`config.mk`:
```
export PLATFORM = sky130hd
export DESIGN_NAME = zero_flag_pipe
export DESIGN_NICKNAME = d
export VERILOG_FILES = /design/src/rtl/zero_flag_pkg.sv /design/src/rtl/zero_flag_pipe_reduce4_stage.sv /design/src/rtl/zero_flag_pipe.sv
export SDC_FILE = /design/constraint.sdc
export NUM_CORES = 1
export LEC_CHECK = 0
export ABC_CLOCK_PERIOD_IN_PS = 1100
export CORE_MARGIN = 8
export CORE_UTILIZATION = 38
export DETAILED_ROUTE_END_ITERATION = 10
export PLACE_DENSITY_LB_ADDON = 0.08
export SLEW_MARGIN = 10
export SYNTH_ARGS = -nofsm -noshare
export SYNTH_HDL_FRONTEND = slang
export SYNTH_HIERARCHICAL = 1
export SYNTH_SLANG_ARGS = --single-unit
```
`constraint.sdc`:
```
create_clock -name clk -period 1.1 [get_ports clk]
set_input_delay 0.165 -clock clk [delete_from_list [all_inputs] [get_ports clk]]
set_output_delay 0.165 -clock clk [all_outputs]
set_load 0.005 [all_outputs]
```
`src/rtl/zero_flag_pkg.sv`:
```
// Shared constants, types and elaboration-time helpers for the pipelined zero detector.
package zero_flag_pkg;

    localparam int FLAG_N = 3;
    localparam int FLAG_Z = 2;
    localparam int FLAG_C = 1;
    localparam int FLAG_V = 0;

    // Reduction operator selector for one tree level.
    localparam bit OP_NOR = 1'b0;
    localparam bit OP_AND = 1'b1;

    typedef logic [3:0] flags_t;

    // Per-result sideband that rides alongside the reduction tree.
    typedef struct packed {
        logic n;
        logic c;
        logic v;
        logic set_flags;
    } sideband_t;

    // Number of 4-ary levels needed to reduce n bits to one: ceil(log4(n)).
    function automatic int clog4(input int n);
        int d;
        int span;
        d = 0;
        span = 1;
        for (int i = 0; i < 16; i++) begin
            if (span < n) begin
                span = span * 4;
                d = d + 1;
            end
        end
        return d;
    endfunction

    // Width of tree level k when level 0 is n bits wide.
    function automatic int level_width(input int n, input int k);
        int w;
        w = n;
        for (int i = 0; i < k; i++) begin
            w = (w + 3) / 4;
        end
        return w;
    endfunction

    // Bit offset of level k inside a flat vector holding levels 0, 1, 2, ...
    function automatic int level_offset(input int n, input int k);
        int ofs;
        ofs = 0;
        for (int i = 0; i < k; i++) begin
            ofs = ofs + level_width(n, i);
        end
        return ofs;
    endfunction

endpackage

```
`src/rtl/zero_flag_pipe_reduce4_stage.sv`:
```
// One registered level of the 4-ary zero-detect tree, with its stage valid bit.
// Short trailing groups are padded with the operator's neutral value.
module reduce4_stage
    import zero_flag_pkg::*;
#(
    parameter int N_IN = 4,
    parameter bit OP   = OP_NOR
) (
    input  logic                      clk,
    input  logic                      reset,
    input  logic                      flush,
    input  logic                      prev_valid,
    input  logic [N_IN-1:0]           prev_bits,
    output logic                      valid,
    output logic [(N_IN+3)/4-1:0]     reduced
);

    localparam int   N_OUT = (N_IN + 3) / 4;
    localparam logic PAD   = (OP == OP_AND);

    logic [4*N_OUT-1:0] padded;
    logic [N_OUT-1:0]   next_reduced;

    // Pad the input up to a whole number of groups of four.
    always_comb begin
        padded = {(4*N_OUT){PAD}};
        padded[N_IN-1:0] = prev_bits;
    end

    // Reduce each group of four with NOR (first level) or AND (later levels).
    always_comb begin
        next_reduced = '0;
        for (int i = 0; i < N_OUT; i++) begin
            if (OP == OP_AND) begin
                next_reduced[i] = &padded[4*i +: 4];
            end else begin
                next_reduced[i] = ~|padded[4*i +: 4];
            end
        end
    end

    // Stage valid: flush kills whatever is being captured this edge.
    always_ff @(posedge clk) begin
        if (reset) begin
            valid <= 1'b0;
        end else begin
            valid <= prev_valid && !flush;
        end
    end

    // Stage data advances every cycle; stale values behind a bubble are harmless.
    always_ff @(posedge clk) begin
        if (reset) begin
            reduced <= '0;
        end else begin
            reduced <= next_reduced;
        end
    end

endmodule

```
`src/rtl/zero_flag_pipe.sv`:
```
// Pipelined per-lane and whole-word zero detector with NZCV flag register.
// Each lane runs a D-level registered 4-ary tree, followed by one merge stage.
module zero_flag_pipe
    import zero_flag_pkg::*;
#(
    parameter int WIDTH = 64,
    parameter int LANES = 1
) (
    input  logic              clk,
    input  logic              reset,
    input  logic              in_valid,
    input  logic [WIDTH-1:0]  data,
    input  logic              carry_in,
    input  logic              overflow_in,
    input  logic              set_flags,
    input  logic              flush,
    output logic              out_valid,
    output logic [LANES-1:0]  lane_zero,
    output logic              zero,
    output logic [3:0]        flags
);

    localparam int LW      = WIDTH / LANES;
    localparam int D       = clog4(LW);
    localparam int TOTAL   = level_offset(LW, D + 1);
    localparam int OFS_TOP = level_offset(LW, D);

    logic [LANES-1:0] lane_tree;
    logic [LANES-1:0] lane_valid;
    logic             tree_valid;

    sideband_t sb_pipe [D];
    sideband_t sb_out;

    genvar l, k;
    generate
        for (l = 0; l < LANES; l++) begin : g_lane
            // All tree levels of this lane packed back to back, level 0 = raw data.
            logic [TOTAL-1:0] tree;
            logic [D:0]       lvl_valid;

            assign tree[0 +: LW] = data[l*LW +: LW];
            assign lvl_valid[0]  = in_valid;

            for (k = 1; k <= D; k++) begin : g_lvl
                localparam int W_IN    = level_width(LW, k - 1);
                localparam int W_OUT   = level_width(LW, k);
                localparam int OFS_IN  = level_offset(LW, k - 1);
                localparam int OFS_OUT = level_offset(LW, k);

                reduce4_stage #(
                    .N_IN (W_IN),
                    .OP   ((k == 1) ? OP_NOR : OP_AND)
                ) u_stage (
                    .clk        (clk),
                    .reset      (reset),
                    .flush      (flush),
                    .prev_valid (lvl_valid[k-1]),
                    .prev_bits  (tree[OFS_IN +: W_IN]),
                    .valid      (lvl_valid[k]),
                    .reduced    (tree[OFS_OUT +: W_OUT])
                );
            end

            assign lane_tree[l]  = tree[OFS_TOP];
            assign lane_valid[l] = lvl_valid[D];
        end
    endgenerate

    // Every lane carries an identical valid chain.
    assign tree_valid = &lane_valid;

    // Sideband shift register, in lockstep with the tree levels.
    always_ff @(posedge clk) begin
        if (reset) begin
            for (int i = 0; i < D; i++) begin
                sb_pipe[i] <= '0;
            end
        end else begin
            sb_pipe[0].n         <= data[WIDTH-1];
            sb_pipe[0].c         <= carry_in;
            sb_pipe[0].v         <= overflow_in;
            sb_pipe[0].set_flags <= set_flags;
            for (int i = 1; i < D; i++) begin
                sb_pipe[i] <= sb_pipe[i-1];
            end
        end
    end

    // Merge stage: lane results and whole-word zero; holds outside valid results.
    always_ff @(posedge clk) begin
        if (reset) begin
            out_valid <= 1'b0;
            lane_zero <= '0;
            zero      <= 1'b0;
            sb_out    <= '0;
        end else begin
            out_valid <= tree_valid && !flush;
            if (tree_valid && !flush) begin
                lane_zero <= lane_tree;
                zero      <= &lane_tree;
                sb_out    <= sb_pipe[D-1];
            end
        end
    end

    // Architectural NZCV register, written when a flag-setting result retires.
    always_ff @(posedge clk) begin
        if (reset) begin
            flags <= '0;
        end else if (out_valid && sb_out.set_flags && !flush) begin
            flags[FLAG_N] <= sb_out.n;
            flags[FLAG_Z] <= zero;
            flags[FLAG_C] <= sb_out.c;
            flags[FLAG_V] <= sb_out.v;
        end
    end

endmodule

```
* Word level (Yosys, flattened, before mapping)
Memory sizes are Yosys's and may differ from the RTL's. A register that Yosys moved wholly into a read port is not among the register bits.
Cells that the tools add are included.
** Cells by class
- Bitwise gates (word level) :: 6
- Multiplexer cells :: 9
- Reduce and logical (&&, ||, !) cells :: 44
** Operators by type and width (number)
- 4-bit OR reduction :: 16
- 4-bit AND reduction :: 5
- 1-bit zero test :: 17
- 4-bit two-way mux :: 2
- 1-bit two-way mux :: 7
- 1-bit logical AND :: 6
- 1-bit OR :: 6
** Storage, ports and cells
- Memories :: 1
- RAM bits :: 12
- Bits in registers :: 30
- Bits of input ports :: 71
** Memory list
- sb_pipe :: words 3, bits a word 4, rd ports 3, clocked after memory_dff 1, write ports 3, RTL line zero_flag_pipe.sv:32 : sideband_t sb_pipe [D];

* Logic depth before layout (Yosys ltp)
- Word-level depth :: 3
- Mapped depth :: 4
- Gate-level depth less buffers :: 3

* Cells and area by module
Netlist, hierarchy kept.
** By module, submodules not included
- zero_flag_pipe :: area an instance 703.2 µm², cells an instance 59, instances 1
- reduce4_stage (g_lane[0].g_lvl[1].u_stage) :: area an instance 539.3 µm², cells an instance 51, instances 1
- reduce4_stage (g_lane[0].g_lvl[2].u_stage) :: area an instance 153.9 µm², cells an instance 14, instances 1
- reduce4_stage (g_lane[0].g_lvl[3].u_stage) :: area an instance 63.8 µm², cells an instance 5, instances 1

* Worst setup path before layout
OpenSTA, ideal clock, no wires.
- Path type :: register -> register
- From :: register g_lane[0].g_lvl[3].u_stage.valid
- To :: register lane_zero
- Stages on the path, launching flop included :: 5
- Arrival :: 0.740 ns
- Clock period less this slack :: 0.857 ns
- Library setup time :: 0.117 ns
- Slack :: 0.243 ns
- Path through :: dfxtp_1 nor2b_2 buf_6 mux2i_1 nor2_1
** Between the ends
- Cells in the longest elaborated chain, start to end :: 1
** Ends and longest elaborated chain
- start: declaration :: RTL line zero_flag_pipe_reduce4_stage.sv:14 : output logic valid,
- start signal: assignment :: RTL line zero_flag_pipe_reduce4_stage.sv:47 : valid <= prev_valid && !flush;
- 1-bit logical AND :: RTL line zero_flag_pipe.sv:99 : if (tree_valid && !flush) begin
- end signal: assignment :: RTL line zero_flag_pipe.sv:100 : lane_zero <= lane_tree;
- end: declaration :: RTL line zero_flag_pipe.sv:18 : output logic [LANES-1:0] lane_zero,
Every way passes these cells.
A chain may end at the register's enable or synchronous reset.

* Worst setup path in the final report
- From :: register flags[2]
- To :: output port flags[2]
** RTL lines
- start: declaration :: RTL line zero_flag_pipe.sv:20 : output logic [3:0] flags
- start signal: indexed assignment :: RTL line zero_flag_pipe.sv:112 : flags[FLAG_N] <= sb_out.n;
- start signal: indexed assignment :: RTL line zero_flag_pipe.sv:113 : flags[FLAG_Z] <= zero;
- start signal: indexed assignment :: RTL line zero_flag_pipe.sv:114 : flags[FLAG_C] <= sb_out.c;
No word-level cell between the ends.

==> results.cfg <==
[synthesis]
synth_nets = 200
yosysTopAreaCellShare = 0.631
yosys_register_bits = 46
yosysTopAreaCell = dfxtp_1
yosys-top-cells-area = dfxtp_1 63%, or4_1 8.2%, nor2_1 7.2%, mux2i_1 6.2%, nor2b_1 5.6%
synth_area_mm2 = 0.00146
yosysWarningCount = 6
synthesis.instances = 129
avgSynthCellArea_um2 = 11.3
synth.distinct_cells = 14
yosysSeqAreaShare = 0.631

[global_routing]
gr-usage-all-layers = 0.113
grt_overflow = 0
met3_usage = 0.0541
grt_pass1_wl_um = 5530
grt_most_used_layer = met2
met2_usage = 0.201
grt_util_met1 = 0.108
grt_max_degree = 21
grt_pass1_vias = 1316
antenna_found_initial = 0

[sta]
finalCritPeriodShare = 0.939
rsz0062_at_grt = no
worst_slew_pin_slew_ps = 183
worst_slack_ps = 66.8
slew_headroom = 0.878
setup_violations = 0
fmax_mhz = 968
drv_slew = 0
fin_crit_ps = 1030
tns_ps = 0
hold_violations = 0
whs_ps = 391
worst_clock_skew_ps = 8.19

[die]
die_w_um = 78.0
die_y_um = 78.0
initial_core_util = 0.396
row_count = 22
die_area_mm2 = 0.00608
pin_count = 78
core_area_mm2 = 0.00369

[clock_network]
cts_max_path_buffers = 2
clock-sinks = 46
htreeDepth = 2
cts.clk_slew.worst_paths_ps = 80
cts_tree = built
clkLatencyLatePin_ps = 290
cts_hold_buf = 0
root_buffer = clkbuf_8
numCtsBuffers = 5

[detailed_routing]
drc_errors = 0
drtPass1Iterations = 4
drt_iter0_drc = 27
drt_wl_total_um = 3250
routed_via_density = 4.46
ant_nets = 0
wl_per_cell_um = 12.2
vias = 1186

[critical_path]
max_stage_delay_ps = 330
critPathTopFamily = flip-flops
startpoint_type = flop
cp_slowest_cell = dfxtp_2
critical_path_class = reg -> out
cp.required_ps = 940
crit_chain = dlygate4sd2_1
critPathBufInv = 1
crit_fanout = 2
cp.arrival_ps = 870
critPathCaptureType = output pin
reg2reg_slack_ps = 160

[min_path]
min_path_type = in -> reg

[power]
power.density_mw_per_mm2 = 1240
intPower_mw = 2.39
peakVddDrop_uv = 640
combPwrFrac = 0.105
seqPwrFrac = 0.568
p_sw_frac = 0.201
p_leak_nw = 0.992
power.switching_mw = 0.601
p_clk_frac = 0.326

[placement]
pre_cts_slack_ps = -342
place.gp.congestion = 0.668
hpwl_um = 2710
dpl_cell_area_mm2 = 0.00230
portBuffers = 77

[cells_and_area]
drive_gt1_frac = 0.110
final_area_mm2 = 0.00240
syn2layout_area_growth_pct = 64.6
antennaDiodeCount = 0
utilization = 0.652
fin_nets = 288

[run_status]
status = finished, final reports clean

[run]
maxCapViolCount = 0
==> layout make-up <==
class	instances	area, um^2
clock buffers	5	68.8
clock inverters	3	21.3
fillers	329	1280
multi-input cells	78	499
flip-flops and latches	46	925
well taps	48	60.1
repair buffers	86	830
==> cells in the mapped netlist <==
cell type,count
nand2_1,2
nor3b_1,3
buf_4,1
nor2b_1,13
nand3b_4,1
or4_1,16
nand4_1,3
nor2b_2,1
mux2i_1,9
buf_2,2
buf_6,2
dfxtp_1,46
nor2_1,28
and4bb_2,2
==> worst paths after layout <==
path              cells past startpoint                                    end                              startpoint
setup / recovery                      1                               flags[2]                                flags[2]
hold / removal                        2  g_lane[0].g_lvl[1].u_stage/reduced[7]                                data[29]
setup reg to reg                      4                              sb_out[2]        g_lane[0].g_lvl[3].u_stage/valid
hold reg to reg                       2  g_lane[0].g_lvl[2].u_stage/reduced[3]  g_lane[0].g_lvl[1].u_stage/reduced[13]
==> power groups by stage <==
stage               clock network (mW)  registers (mW)  logic (mW)
finish                           0.975            1.70       0.315
floorplan                            0            1.74      0.0476
global placement                     0            1.74       0.307
global route                      1.09            1.70       0.339
CTS                               1.02            1.70       0.319
detailed placement                   0            1.74       0.315
==> cells by family (layout without fill, tap and decap cells) <==
group                  after synthesis  count (layout)  synth area share
DFF                                 46              46             0.631
muxes                                9               9            0.0617
buffers and inverters                5              94            0.0274
and+or+nand+nor                     69              69             0.280
==> cells in the final DEF (no fill, tap or decap), types with 2 or more instances in the layout <==
cell type | Yosys | final
and4bb_2 | 2 | 2
clkdlybuf4s50_1 | 0 | 69
dlygate4sd2_1 | 0 | 8
clkbuf_8 | 0 | 5
nor2b_1 | 13 | 13
nand4_1 | 3 | 3
nand2_1 | 2 | 2
buf_4 | 1 | 7
or4_1 | 16 | 16
dfxtp_1 | 46 | 43
nor2_1 | 28 | 28
dfxtp_2 | 0 | 3
mux2i_1 | 9 | 9
nor3b_1 | 3 | 3
==> through the flow <==
step | total power [mW] | std cells
finish | 2.99 | 266
global route | 3.13 | 266
floorplan | 1.78 | 129
CTS | 3.04 | 266
global placement | 2.04 | 256
detailed placement | 2.05 | 256
==> state kept, by name (all words and copies together), names as in the netlist <==
name and count:
g_lane.g_lvl.u_stage/reduced 21, sb_pipe 12, flags 4, sb_out 4, g_lane.g_lvl.u_stage/valid 3, lane_zero 1
out_valid 1
==> layer usage <==
| metal | up-vias | routed length (um) |
|---|---|---|
| met2 | 47 | 1670 |
| met4 | 0 | 59 |
| li1 | 614 | - |
| met3 | 6 | 282 |
| met1 | 519 | 1240 |
| met5 | - | 0 |
==> timing repair <==
action	in CTS	in global routing
endpoints found under the setup margin	8	0
gates resized for setup	12	0
setup buffers	1	0
Power figures use the tool's default switching activity.
